### src/rtl/sar_logic_ctrl.sv
// SAR sequencer: samples, then resolves NSTEP bits MSB-first by strobing the
// comparator and steering the capacitive-DAC switch pairs from its decisions.
module sar_logic_ctrl #(
  parameter int NSTEP          = 2,
  parameter int SAMPLE_CYCLES  = 4,
  parameter int TIMEOUT_CYCLES = 8
) (
  input  logic             clk,
  input  logic             rst_n,
  input  logic             start,
  output logic             busy,
  output logic [NSTEP-1:0] data_out,
  output logic             data_valid,
  output logic             cmp_error,
  output logic             ms_sar_clock,
  output logic             ms_sar_sample,
  output logic [NSTEP-1:0] ms_sar_sw,
  output logic [NSTEP-1:0] ms_sar_swb,
  input  logic             ms_sar_dh,
  input  logic             ms_sar_dl,
  input  logic             ms_sar_rdy
);

  localparam int CNT_MAX = (SAMPLE_CYCLES > TIMEOUT_CYCLES) ? SAMPLE_CYCLES : TIMEOUT_CYCLES;
  localparam int CNT_W   = $clog2(CNT_MAX + 1);
  localparam int K_W     = (NSTEP > 1) ? $clog2(NSTEP) : 1;
  localparam logic [NSTEP-1:0] ALL_ONES = {NSTEP{1'b1}};
  localparam logic [CNT_W-1:0] SYNC_LAT = CNT_W'(2);

  typedef enum logic [2:0] {
    IDLE, WAIT_RDY, SAMPLE, CAPTURE, TRIAL, STROBE, RELEASE, DONE
  } state_t;

  state_t           state, state_n;
  logic [K_W-1:0]   k, k_n, k_dec;
  logic [CNT_W-1:0] cnt, cnt_n;
  logic [1:0]       rdy_sync, dh_sync, dl_sync;
  logic             rdy_s, dh_s, dl_s;
  logic             abort;
  logic             busy_n, valid_n, err_n, clock_n, sample_n;
  logic [NSTEP-1:0] data_n, sw_n, swb_n;

  assign rdy_s = rdy_sync[1];
  assign dh_s  = dh_sync[1];
  assign dl_s  = dl_sync[1];

  always_ff @(posedge clk or negedge rst_n) begin
    if (!rst_n) begin
      rdy_sync      <= '0;
      dh_sync       <= '0;
      dl_sync       <= '0;
      state         <= IDLE;
      k             <= '0;
      cnt           <= '0;
      busy          <= 1'b0;
      data_out      <= '0;
      data_valid    <= 1'b0;
      cmp_error     <= 1'b0;
      ms_sar_clock  <= 1'b0;
      ms_sar_sample <= 1'b0;
      ms_sar_sw     <= '0;
      ms_sar_swb    <= ALL_ONES;
    end else begin
      rdy_sync      <= {rdy_sync[0], ms_sar_rdy};
      dh_sync       <= {dh_sync[0], ms_sar_dh};
      dl_sync       <= {dl_sync[0], ms_sar_dl};
      state         <= state_n;
      k             <= k_n;
      cnt           <= cnt_n;
      busy          <= busy_n;
      data_out      <= data_n;
      data_valid    <= valid_n;
      cmp_error     <= err_n;
      ms_sar_clock  <= clock_n;
      ms_sar_sample <= sample_n;
      ms_sar_sw     <= sw_n;
      ms_sar_swb    <= swb_n;
    end
  end

  always_comb begin
    state_n  = state;
    k_n      = k;
    k_dec    = k - K_W'(1);
    cnt_n    = cnt;
    busy_n   = busy;
    data_n   = data_out;
    valid_n  = 1'b0;
    err_n    = 1'b0;
    clock_n  = 1'b0;
    sample_n = 1'b0;
    sw_n     = ms_sar_sw;
    swb_n    = ms_sar_swb;
    abort    = 1'b0;

    case (state)
      IDLE: begin
        if (start) begin
          state_n = WAIT_RDY;
          busy_n  = 1'b1;
        end
      end
      WAIT_RDY: begin
        if (rdy_s) begin
          state_n  = SAMPLE;
          sample_n = 1'b1;
          cnt_n    = '0;
          sw_n     = '0;
          swb_n    = ALL_ONES;
        end
      end
      SAMPLE: begin
        sample_n = 1'b1;
        if (cnt == CNT_W'(SAMPLE_CYCLES - 1)) begin
          state_n = CAPTURE;
          clock_n = 1'b1;
        end else begin
          cnt_n = cnt + CNT_W'(1);
        end
      end
      CAPTURE: begin
        state_n            = TRIAL;
        k_n                = K_W'(NSTEP - 1);
        sw_n               = '0;
        swb_n              = ALL_ONES;
        sw_n[NSTEP-1]      = 1'b1;
        swb_n[NSTEP-1]     = 1'b0;
      end
      TRIAL: begin
        state_n = STROBE;
        clock_n = 1'b1;
        cnt_n   = '0;
      end
      STROBE: begin
        clock_n = 1'b1;
        // The synchroniser still carries the previous phase for two cycles,
        // so decisions are only trusted once it has seen this strobe.
        if (cnt >= SYNC_LAT && dh_s && dl_s) begin
          abort = 1'b1;
        end else if (cnt >= SYNC_LAT && (dh_s || dl_s)) begin
          state_n = RELEASE;
          clock_n = 1'b0;
          cnt_n   = '0;
          if (dh_s) begin
            sw_n[k]  = 1'b0;
            swb_n[k] = 1'b1;
          end
        end else if (cnt == CNT_W'(TIMEOUT_CYCLES - 1)) begin
          abort = 1'b1;
        end else begin
          cnt_n = cnt + CNT_W'(1);
        end
      end
      RELEASE: begin
        if (!dh_s && !dl_s) begin
          if (k == '0) begin
            state_n = DONE;
            data_n  = ms_sar_sw;
            valid_n = 1'b1;
            sw_n    = '0;
            swb_n   = ALL_ONES;
          end else begin
            state_n      = TRIAL;
            k_n          = k_dec;
            sw_n[k_dec]  = 1'b1;
            swb_n[k_dec] = 1'b0;
          end
        end else if (cnt == CNT_W'(TIMEOUT_CYCLES - 1)) begin
          abort = 1'b1;
        end else begin
          cnt_n = cnt + CNT_W'(1);
        end
      end
      DONE: begin
        state_n = IDLE;
        busy_n  = 1'b0;
      end
      default: state_n = IDLE;
    endcase

    if (abort) begin
      state_n = IDLE;
      clock_n = 1'b0;
      sw_n    = '0;
      swb_n   = ALL_ONES;
      err_n   = 1'b1;
      busy_n  = 1'b0;
    end
  end

endmodule
### config.mk
export PLATFORM = sky130hd
export DESIGN_NAME = sar_logic_ctrl
export DESIGN_NICKNAME = d
export VERILOG_FILES = /design/src/rtl/sar_logic_ctrl.sv
export SDC_FILE = /design/constraint.sdc
export NUM_CORES = 1
export LEC_CHECK = 0
export BUFFER_PORTS_ARGS = -buffer_cell sky130_fd_sc_hd__buf_2
export CORE_MARGIN = 10
export CORE_UTILIZATION = 61
export CTS_CLUSTER_DIAMETER = 150
export DETAILED_ROUTE_END_ITERATION = 10
export PLACE_DENSITY = 0.93
export REMOVE_ABC_BUFFERS = 1
export SKIP_LAST_GASP = 1
export SLEW_MARGIN = 5
export SYNTH_ARGS = -nofsm -noshare
export SYNTH_HDL_FRONTEND = slang
export SYNTH_SLANG_ARGS = --single-unit
### constraint.sdc
create_clock -name clk -period 3.51 [get_ports clk]
set_input_delay 0.702 -clock clk [delete_from_list [all_inputs] [get_ports clk]]
set_output_delay 0.702 -clock clk [all_outputs]
set_load 0.02 [all_outputs]
==> results of run 1 <==
## cell usage after synthesis (2+ instances only)
cell type,instances,area [µm²]
nand3_1,3,15.01
o21ai_0,5,25.02
o32a_1,2,20.02
buf_2,4,20.02
nor2_1,14,52.55
o211ai_1,4,30.03
o22ai_1,2,12.51
clkbuf_1,2,7.510
or2_2,3,18.77
ha_1,2,25.02
nor3b_1,2,15.01
dfrtp_1,23,575.6
a32oi_1,3,26.28
o21a_1,2,15.01
nand2b_1,3,18.77
nand2_4,2,22.52
inv_1,6,22.52
and3b_1,2,17.52
nor3_1,3,15.01
nand3b_1,2,15.01
nor2b_1,3,18.77
nand2_1,16,60.06
dfstp_2,2,52.55
a21oi_2,2,17.52
a21oi_1,9,45.04
## stage by stage
stage	area, µm²	total power, mW	hold slack (ps)
6_report	1490	1.237	342.4
5_1_grt	1490	1.321	369.8
4_1_cts	1490	1.229	351.6
3_5_place_dp	1464	1.099	337.1
3_3_place_gp	1464	1.071	333.3
2_1_floorplan	1349	0.9431	331.2
## report_power, final
| group | leakage (nW) | internal (mW) | total [mW] | switching [mW] |
|---|---|---|---|---|
| clock network | 0.0150 | 0.0445 | 0.126 | 0.0816 |
| registers | 0.314 | 0.364 | 0.486 | 0.122 |
| logic | 0.325 | 0.264 | 0.625 | 0.361 |
| total | 0.654 | 0.672 | 1.24 | 0.565 |
## state kept, by name, indices dropped and copies added (netlist names)
signal         count
busy               1
cmp_error          1
cnt                4
data_out           2
data_valid         1
dh_sync            2
dl_sync            2
k                  1
ms_sar_clock       1
ms_sar_sample      1
ms_sar_sw          2
ms_sar_swb         2
rdy_sync           2
state              3
## worst max-delay path: cells and delay by family, from the launching register on
family | cells | cell delay (ps)
and+or+nand+nor | 2 | 820
DFF | 1 | 650
AOI/OAI and AO/OA | 3 | 450
## cell families (layout without fill, tap and decap cells)
| kind of cell | Yosys count | after routing | share of synthesized area |
|---|---|---|---|
| and+or+nand+nor | 61 | 61 | 0.2557 |
| AOI/OAI and AO/OA | 40 | 40 | 0.2103 |
| DFF | 25 | 25 | 0.4551 |
| buffers and inverters | 13 | 26 | 0.03898 |
| adders and majority gates | 2 | 2 | 0.01813 |
| muxes | 2 | 2 | 0.01541 |
| xor gates and xnor gates | 1 | 1 | 0.006347 |
## final cells by class
type / instances / area [µm²]
Fill cell: 165 / 700.7
Multi-Input combinational cell: 106 / 698.2
Sequential cell: 25 / 628.1
Timing Repair Buffer: 16 / 80.08
Tap cell: 28 / 35.03
Clock buffer: 4 / 26.28
Inverter: 6 / 22.52
## worst max-delay path by stage
stage | from | to | depth (start not counted)
CTS | state[1] | cnt[1] | 5
global placement | state[2] | ms_sar_sw[0] | 5
finish | state[1] | cnt[1] | 5
floorplan | cnt[0] | ms_sar_sw[0] | 7
detailed placement | state[1] | cnt[1] | 5
global route | state[1] | cnt[1] | 5
## routing by layer
metal	up-vias	part of all wire
met5	-	0
met4	0	0.031
met3	12	0.078
met2	55	0.49
met1	562	0.40
li1	544	-
==> results.cfg, run 1 <==
[sta]
clock_skew_ps = 2.346
post-route-min-period_ps = 1999
worstMarginPinSlew_ps = 675.1
worst_slew_margin_rel = 0.5499
finalCritPeriodShare = 0.5696
setup_viol_count_final = 0
slew_viol_final = 0
final.setup.tns_ps = 0
setup_repair_after_global_routing_missed_its_margin = no
worst_setup_slack_after_layout_ps = 1511
max_freq_ghz = 0.5002
finalHoldViolations = 0

[grt]
maximum_number_of_pins_on_one_net_before_global_route_repair = 26
total_congestion_overflow_after_global_routing = 0
groute.layer.met3.usage = 0.04463
globalRouteMet1Util = 0.1475
antenna_found_initial = 0
grtUsageTotal = 0.1369
gr-usage-met2 = 0.2242
global_routing_s_busiest_layer = met2
via_count_of_the_first_global_routing_pass = 1132
grt_pass1_wl_mm = 4.836

[critical_path]
worst-path-max-fanout = 18
rr_startpoint = state[1]
worst_path_largest_cell_delay_ps = 650
timing.critical_path.slowest_stage_cell = dfrtp_1
critPathCaptureType = flip-flop
critical_path_class = flip-flop to flip-flop
worstPathRequired_ps = 3760
timing.reg2reg.worst_path_depth = 5
worstSetupStartpointType = flip-flop
critical_path_arrival_ps = 2250
path_cells = nor2b_1 -> a32oi_1 -> and3_4 -> o21a_1 -> o22ai_1
crit_reg_reg_endpoint = cnt[1]
r2r_slack_ps = 1510

[cts]
num_clock_sinks = 25
clock_path_buffers = 2
clk_latency_ps = 320
clock_tree.root_cell = clkbuf_4
cts_tree = yes
postCtsSetupBuffers = 0
cts_htree_levels = 1
cts_hold_buf = 0
path_clk_slew_ps = 120
postCtsResizedCells = 0
cts-buffers-inserted = 3

[detailed_routing]
routed_via_density = 6.341
detail-route-antenna-nets = 0
via_count = 1173
drt_iter0_drc = 63
drc = 0
length_of_the_first_detailed_routing_pass_in_iterations = 4
sum_of_routed_wire_length_over_all_layers_mm = 2.996
wl_per_cell_um = 16.19

[layout]
area_delta_synth_final_pct = 7.978
layout.cells.most_common = dfrtp_1
post-route-util = 0.6802
final_cells = 185
design.final.nets = 166
layout.cells.most_common_list = dfrtp_1, nand2_1, buf_2, nor2_1, a21oi_1
insertedDiodeCount = 0
share_of_layout_cells_above_drive_strength_1 = 0.2420

[floorplanning]
die_h_um = 67.57
top_level_ports = 17
fp.dieArea_mm2 = 0.004565
rows = 17
core_box_area_mm2 = 0.002191
initial_core_util = 0.6299
die_w_um = 67.57

[pwr]
peakVddDrop_v = 0.0005695
power.leakage_nw = 0.6539
pwr_density_cell_mw_per_mm2 = 830.0

[outcome]
run_status = complete, no violations

[synth]
number_of_cells_produced_by_synthesis = 144
yosysWarnings = 0
yosysSeqAreaShare = 0.4551
async_flop_share = 1.000
synthesis.area_mm2 = 0.001380
synth-main-ff-cell = dfrtp_1
synth_cell_type_count = 48
synth-seq-cells = 25
synth-edff-count = 0
synth_area_per_cell_um2 = 9.584

[job]
drv.max_cap_violation_count = 0

[place]
detailed_place_hpwl_mm = 2.178
place_inst = 181
buffer_ports.inserted = 16
place_worst_setup_slack_ps = 1585
place_congestion = 0.9148

[min_path]
hp-class = input port to async pin
(Power assumes the default switching activity.)
==> run 2, diff against run 1 <==
--- a/config.mk
+++ b/config.mk
@@ -7,10 +7,10 @@
 export LEC_CHECK = 0
 export BUFFER_PORTS_ARGS = -buffer_cell sky130_fd_sc_hd__buf_2
 export CORE_MARGIN = 10
-export CORE_UTILIZATION = 61
+export CORE_UTILIZATION = 51
 export CTS_CLUSTER_DIAMETER = 150
 export DETAILED_ROUTE_END_ITERATION = 10
-export PLACE_DENSITY = 0.93
+export PLACE_DENSITY = 0.84
 export REMOVE_ABC_BUFFERS = 1
 export SKIP_LAST_GASP = 1
 export SLEW_MARGIN = 5
==> constraint.sdc (replaced) <==
create_clock -name clk -period 1.69 [get_ports clk]
set_input_delay 0.338 -clock clk [delete_from_list [all_inputs] [get_ports clk]]
set_output_delay 0.338 -clock clk [all_outputs]
set_load 0.02 [all_outputs]
==> run 2 against run 1 <==
  * The flow now finishes with violations (setup timing)
  * Sequential cell count unchanged
  * Utilization increased by 0.43 points
  * First-iteration DRC count increased by 46%
  * Power increased by 150%
  * Clock power increased by 110%
  * Final cell count increased by 13%
  * Largest power group unchanged
  * Highest routed layer unchanged
==> results.cfg, run 2 (same netlist as run 1, synthesis figures left out) <==
[outcome]
failed_checks = setup timing
run_status = finished, violations left

[detailed_routing]
wl_per_cell_um = 16.63
sum_of_routed_wire_length_over_all_layers_mm = 3.475
via_count = 1249
detail-route-antenna-nets = 0
routed_via_density = 5.976
drt_iter0_drc = 92
length_of_the_first_detailed_routing_pass_in_iterations = 4
drc = 0

[place]
detailed_place_hpwl_mm = 2.538
buffer_ports.inserted = 16
place_inst = 200
place_congestion = 0.9246

[sta]
finalHoldViolations = 0
clock_skew_ps = 15.19
worst_slew_margin_rel = 0.6444
slew_viol_final = 0
setup_viol_count_final = 13
setup_repair_after_global_routing_missed_its_margin = yes
hold_slack_ps = 122.6
worst_setup_slack_after_layout_ps = -156.0
max_freq_ghz = 0.5417
final.setup.tns_ps = -1243
post-route-min-period_ps = 1846
worstMarginPinSlew_ps = 533.4
finalCritPeriodShare = 1.092

[grt]
via_count_of_the_first_global_routing_pass = 1293
maximum_number_of_pins_on_one_net_before_global_route_repair = 26
total_congestion_overflow_after_global_routing = 0
grtUsageTotal = 0.1335
grt_pass1_wl_mm = 5.823
antenna_found_initial = 0

[pwr]
peakVddDrop_v = 0.001206
power.leakage_nw = 0.7682
pwr_density_cell_mw_per_mm2 = 1764
power_mw = 3.046

[layout]
layout.cells.most_common_list = dfrtp_1, buf_4, buf_2, nand2_1, nor2_1
largest-register = cnt
top_regs = cnt (4), state (3)
design.final.nets = 188
post-route-util = 0.6845
area_delta_synth_final_pct = 25.11
insertedDiodeCount = 0
final_cells = 209
largest_register_ffs = 4
share_of_layout_cells_above_drive_strength_1 = 0.3799

[critical_path]
timing.critical_path.slowest_stage_cell = or4_4
worstSetupStartpointType = flip-flop
critical_path_class = flip-flop to flip-flop
worst_path_largest_cell_delay_ps = 490
critical_path_arrival_ps = 2050
rr_startpoint = cnt[1]
r2r_slack_ps = -160
worstPathRequired_ps = 1890
worst-path-max-fanout = 4
crit_start = cnt[1]
path_cells = ha_4 -> or4_4 -> and2_4 -> a211oi_4 -> or2_2 -> o32ai_1
critPathCaptureType = flip-flop

[cts]
cts_htree_levels = 1
cts_tree = yes
num_clock_sinks = 25
cts-buffers-inserted = 3
clk_latency_ps = 320
clock_tree.root_cell = clkbuf_4
path_clk_slew_ps = 120
clock_path_buffers = 2

[floorplanning]
die_w_um = 72.02
core_box_area_mm2 = 0.002522
top_level_ports = 17
fp.dieArea_mm2 = 0.005187
initial_core_util = 0.5471
rows = 18
die_h_um = 72.02

[min_path]
hp-class = input port to flip-flop
hold_start = ms_sar_rdy

[job]
drv.max_cap_violation_count = 0
[run 2: cell types whose count changed in the layout (fill, tap and decap cells not counted), sizes merged]
cell / change
buf: +21
dlygate4sd3: +1
[run 2: stage by stage]
stage | setup WS (ps) | instance area [µm²]
floorplan | -58.83 | 1349
global placement | -91.88 | 1594
detailed placement | -164.8 | 1594
CTS | -170.6 | 1649
global route | -218.8 | 1727
finish | -156.0 | 1727
[run 2: power by group]
part / switching (mW) / total, mW / internal [mW] / leakage (nW)
combinational: 1.04 / 1.88 / 0.842 / 0.442
sequential: 0.139 / 0.902 / 0.762 / 0.311
clock: 0.172 / 0.265 / 0.0925 / 0.0150
total: 1.35 / 3.05 / 1.70 / 0.768
[run 2: per-layer routing]
layer / share of wire / global-route usage
met2: 0.49 / 0.2314
met1: 0.43 / 0.1541
met3: 0.075 / 0.04218
met4: 0.0046 / 0.03656
met5: 0 / 0
[run 2: what timing repair did]
item	in CTS	in global routing
pin swaps	8	2
resized for setup	3	10
endpoints found under the setup margin	13	15
hold buffers	1	0
hold endpoints to repair	12	0
setup buffers	1	3
[run 2: final timing paths]
check | endpoint | cells past startpoint
max in group asynchronous | cnt[1] | 2
max reg2reg | ms_sar_sw[0] | 6
max | ms_sar_sw[0] | 6
min reg2reg | rdy_sync[1] | 0
min | rdy_sync[0] | 1
min in group asynchronous | ms_sar_sample | 2
[run 2: final cells by class]
cell class / count / area [µm²]
flip-flops and latches: 25 / 630.6
multi-input cells: 106 / 762.0
well taps: 30 / 37.54
repair buffers: 38 / 247.7
inverters: 6 / 22.52
clock buffers: 4 / 26.28
fillers: 198 / 795.8
[run 2: worst max-delay path, delay by kind of cell (launching register included)]
family	cells	cell delay [ps]
AND/OR/NAND/NOR	3	850
AO/OA/AOI/OAI	2	260
flip-flops	1	460
adder cells (fa/ha/maj)	1	170
==> run 3, diff against run 2 <==
--- a/config.mk
+++ b/config.mk
@@ -7,10 +7,10 @@
 export LEC_CHECK = 0
 export BUFFER_PORTS_ARGS = -buffer_cell sky130_fd_sc_hd__buf_2
 export CORE_MARGIN = 10
-export CORE_UTILIZATION = 51
+export CORE_UTILIZATION = 61
 export CTS_CLUSTER_DIAMETER = 150
 export DETAILED_ROUTE_END_ITERATION = 10
-export PLACE_DENSITY = 0.84
+export PLACE_DENSITY = 0.93
 export REMOVE_ABC_BUFFERS = 1
 export SKIP_LAST_GASP = 1
 export SLEW_MARGIN = 5
==> constraint.sdc (replaced) <==
create_clock -name clk -period 2.3 [get_ports clk]
set_input_delay 0.46 -clock clk [delete_from_list [all_inputs] [get_ports clk]]
set_output_delay 0.46 -clock clk [all_outputs]
set_load 0.02 [all_outputs]
==> run 3 against run 2 <==
  * The flow now finishes without violations
  * Clock power fell by 27%
  * Critical path type unchanged
  * Largest power group unchanged
  * Final cell count decreased by 11%
  * Design area shrank 13%
  * Largest cell class unchanged
==> results.cfg, run 3 (same netlist as run 1, synthesis figures left out) <==
[outcome]
run_status = complete, no violations

[cts]
postCtsResizedCells = 0
cts_htree_levels = 1
num_clock_sinks = 25
clock_path_buffers = 2
cts_tree = yes
postCtsSetupBuffers = 0
cts-buffers-inserted = 3
path_clk_slew_ps = 130
clk_latency_ps = 320
clock_tree.root_cell = clkbuf_4
cts_hold_buf = 0

[grt]
gr-usage-met2 = 0.2347
grtUsageTotal = 0.1418
maximum_number_of_pins_on_one_net_before_global_route_repair = 26
global_routing_s_busiest_layer = met2
antenna_found_initial = 0
via_count_of_the_first_global_routing_pass = 1137
total_congestion_overflow_after_global_routing = 0
groute.layer.met3.usage = 0.03636
grt_pass1_wl_mm = 5.133
globalRouteMet1Util = 0.1686

[pwr]
peakVddDrop_v = 0.0008321
p_seq_frac = 0.381
internal_power_mw = 1.039
power.leakage_nw = 0.6668
clock_power_share = 0.101
power_mw = 1.912
pwr_density_cell_mw_per_mm2 = 1269
share_comb_of_total_power = 0.518
sw_share = 0.4564
net-switching-power_mw = 0.8726

[layout]
top_regs = cnt (4), state (3)
layout.cells.most_common_list = dfrtp_1, nand2_1, buf_2, nor2_1, a21oi_1
largest-register = cnt
largest_register_ffs = 4
area_delta_synth_final_pct = 9.156
design.final.nets = 168
finalInstanceArea_mm2 = 0.001506
post-route-util = 0.6876
insertedDiodeCount = 0
share_of_layout_cells_above_drive_strength_1 = 0.2579
final_cells = 187
layout.cells.most_common = dfrtp_1

[sta]
setup_viol_count_final = 0
worst_setup_slack_after_layout_ps = 405.0
worst_slew_margin_rel = 0.6495
clock_skew_ps = 1.206
setup_repair_after_global_routing_missed_its_margin = no
post-route-min-period_ps = 1895
finalHoldViolations = 0
finalCritPeriodShare = 0.8239
max_freq_ghz = 0.5277
worstMarginPinSlew_ps = 525.8
hold_slack_ps = 97.62
slew_viol_final = 0
final.setup.tns_ps = 0

[critical_path]
cp_top_family = compound AO/OA/AOI/OAI gates
timing.reg2reg.worst_path_depth = 7
path_cells = inv_1 -> ha_1 -> or4_4 -> a21oi_2 -> o211ai_1 -> o311a_2 -> o22a_1
r2r_slack_ps = 400
timing.critical_path.slowest_stage_cell = or4_4
critical_path_class = flip-flop to flip-flop
critPathCaptureType = flip-flop
rr_startpoint = cnt[0]
crit_start = cnt[0]
worst_path_largest_cell_delay_ps = 480
worst-path-max-fanout = 4
crit_reg_reg_endpoint = ms_sar_swb[1]
worstPathBufferInverterCount = 1
critical_path_arrival_ps = 2160
worstSetupStartpointType = flip-flop
worstPathRequired_ps = 2560

[detailed_routing]
wl_per_cell_um = 16.31
routed_via_density = 6.337
via_count = 1185
length_of_the_first_detailed_routing_pass_in_iterations = 4
drt_iter0_drc = 85
sum_of_routed_wire_length_over_all_layers_mm = 3.050
detail-route-antenna-nets = 0
drc = 0

[floorplanning]
die_h_um = 67.57
initial_core_util = 0.6299
core_box_area_mm2 = 0.002191
top_level_ports = 17
fp.dieArea_mm2 = 0.004565
rows = 17
die_w_um = 67.57

[job]
drv.max_cap_violation_count = 0

[place]
place_worst_setup_slack_ps = 452.3
place_congestion = 0.9108
place_inst = 183
dpl_cell_area_mm2 = 0.001479
buffer_ports.inserted = 16
detailed_place_hpwl_mm = 2.276

[min_path]
hp-class = input port to async pin
==> run 3: power by group through the flow <==
stage	sequential [mW]	clock (mW)	combinational, mW
after floorplan	0.768	0	0.671
after CTS	0.723	0.198	0.981
after global placement	0.724	0	0.933
final	0.728	0.194	0.990
after global routing	0.752	0.218	1.09
after detailed placement	0.733	0	0.975
==> run 3: per-layer routing <==
metal	wire length (µm)	share of wire
met3	308	0.10
met1	1250	0.41
met5	0	0
met4	52	0.017
met2	1438	0.47
==> run 3: cell type report <==
class / instances / area, µm²
multi-input cells: 106 / 698.2
well taps: 28 / 35.03
repair buffers: 18 / 95.09
inverters: 6 / 22.52
clock buffers: 3 / 22.52
flip-flops and latches: 25 / 628.1
clock inverters: 1 / 5.005
fillers: 155 / 684.4
==> run 3: worst max path at each step <==
stage | cells past startpoint | endpoint | slack [ps]
2_1_floorplan | 7 | ms_sar_sw[0] | 550
3_3_place_gp | 7 | ms_sar_sw[0] | 510
3_5_place_dp | 7 | ms_sar_sw[0] | 450
4_1_cts | 7 | ms_sar_sw[0] | 400
5_1_grt | 6 | cnt[1] | 330
6_report | 7 | ms_sar_swb[1] | 400
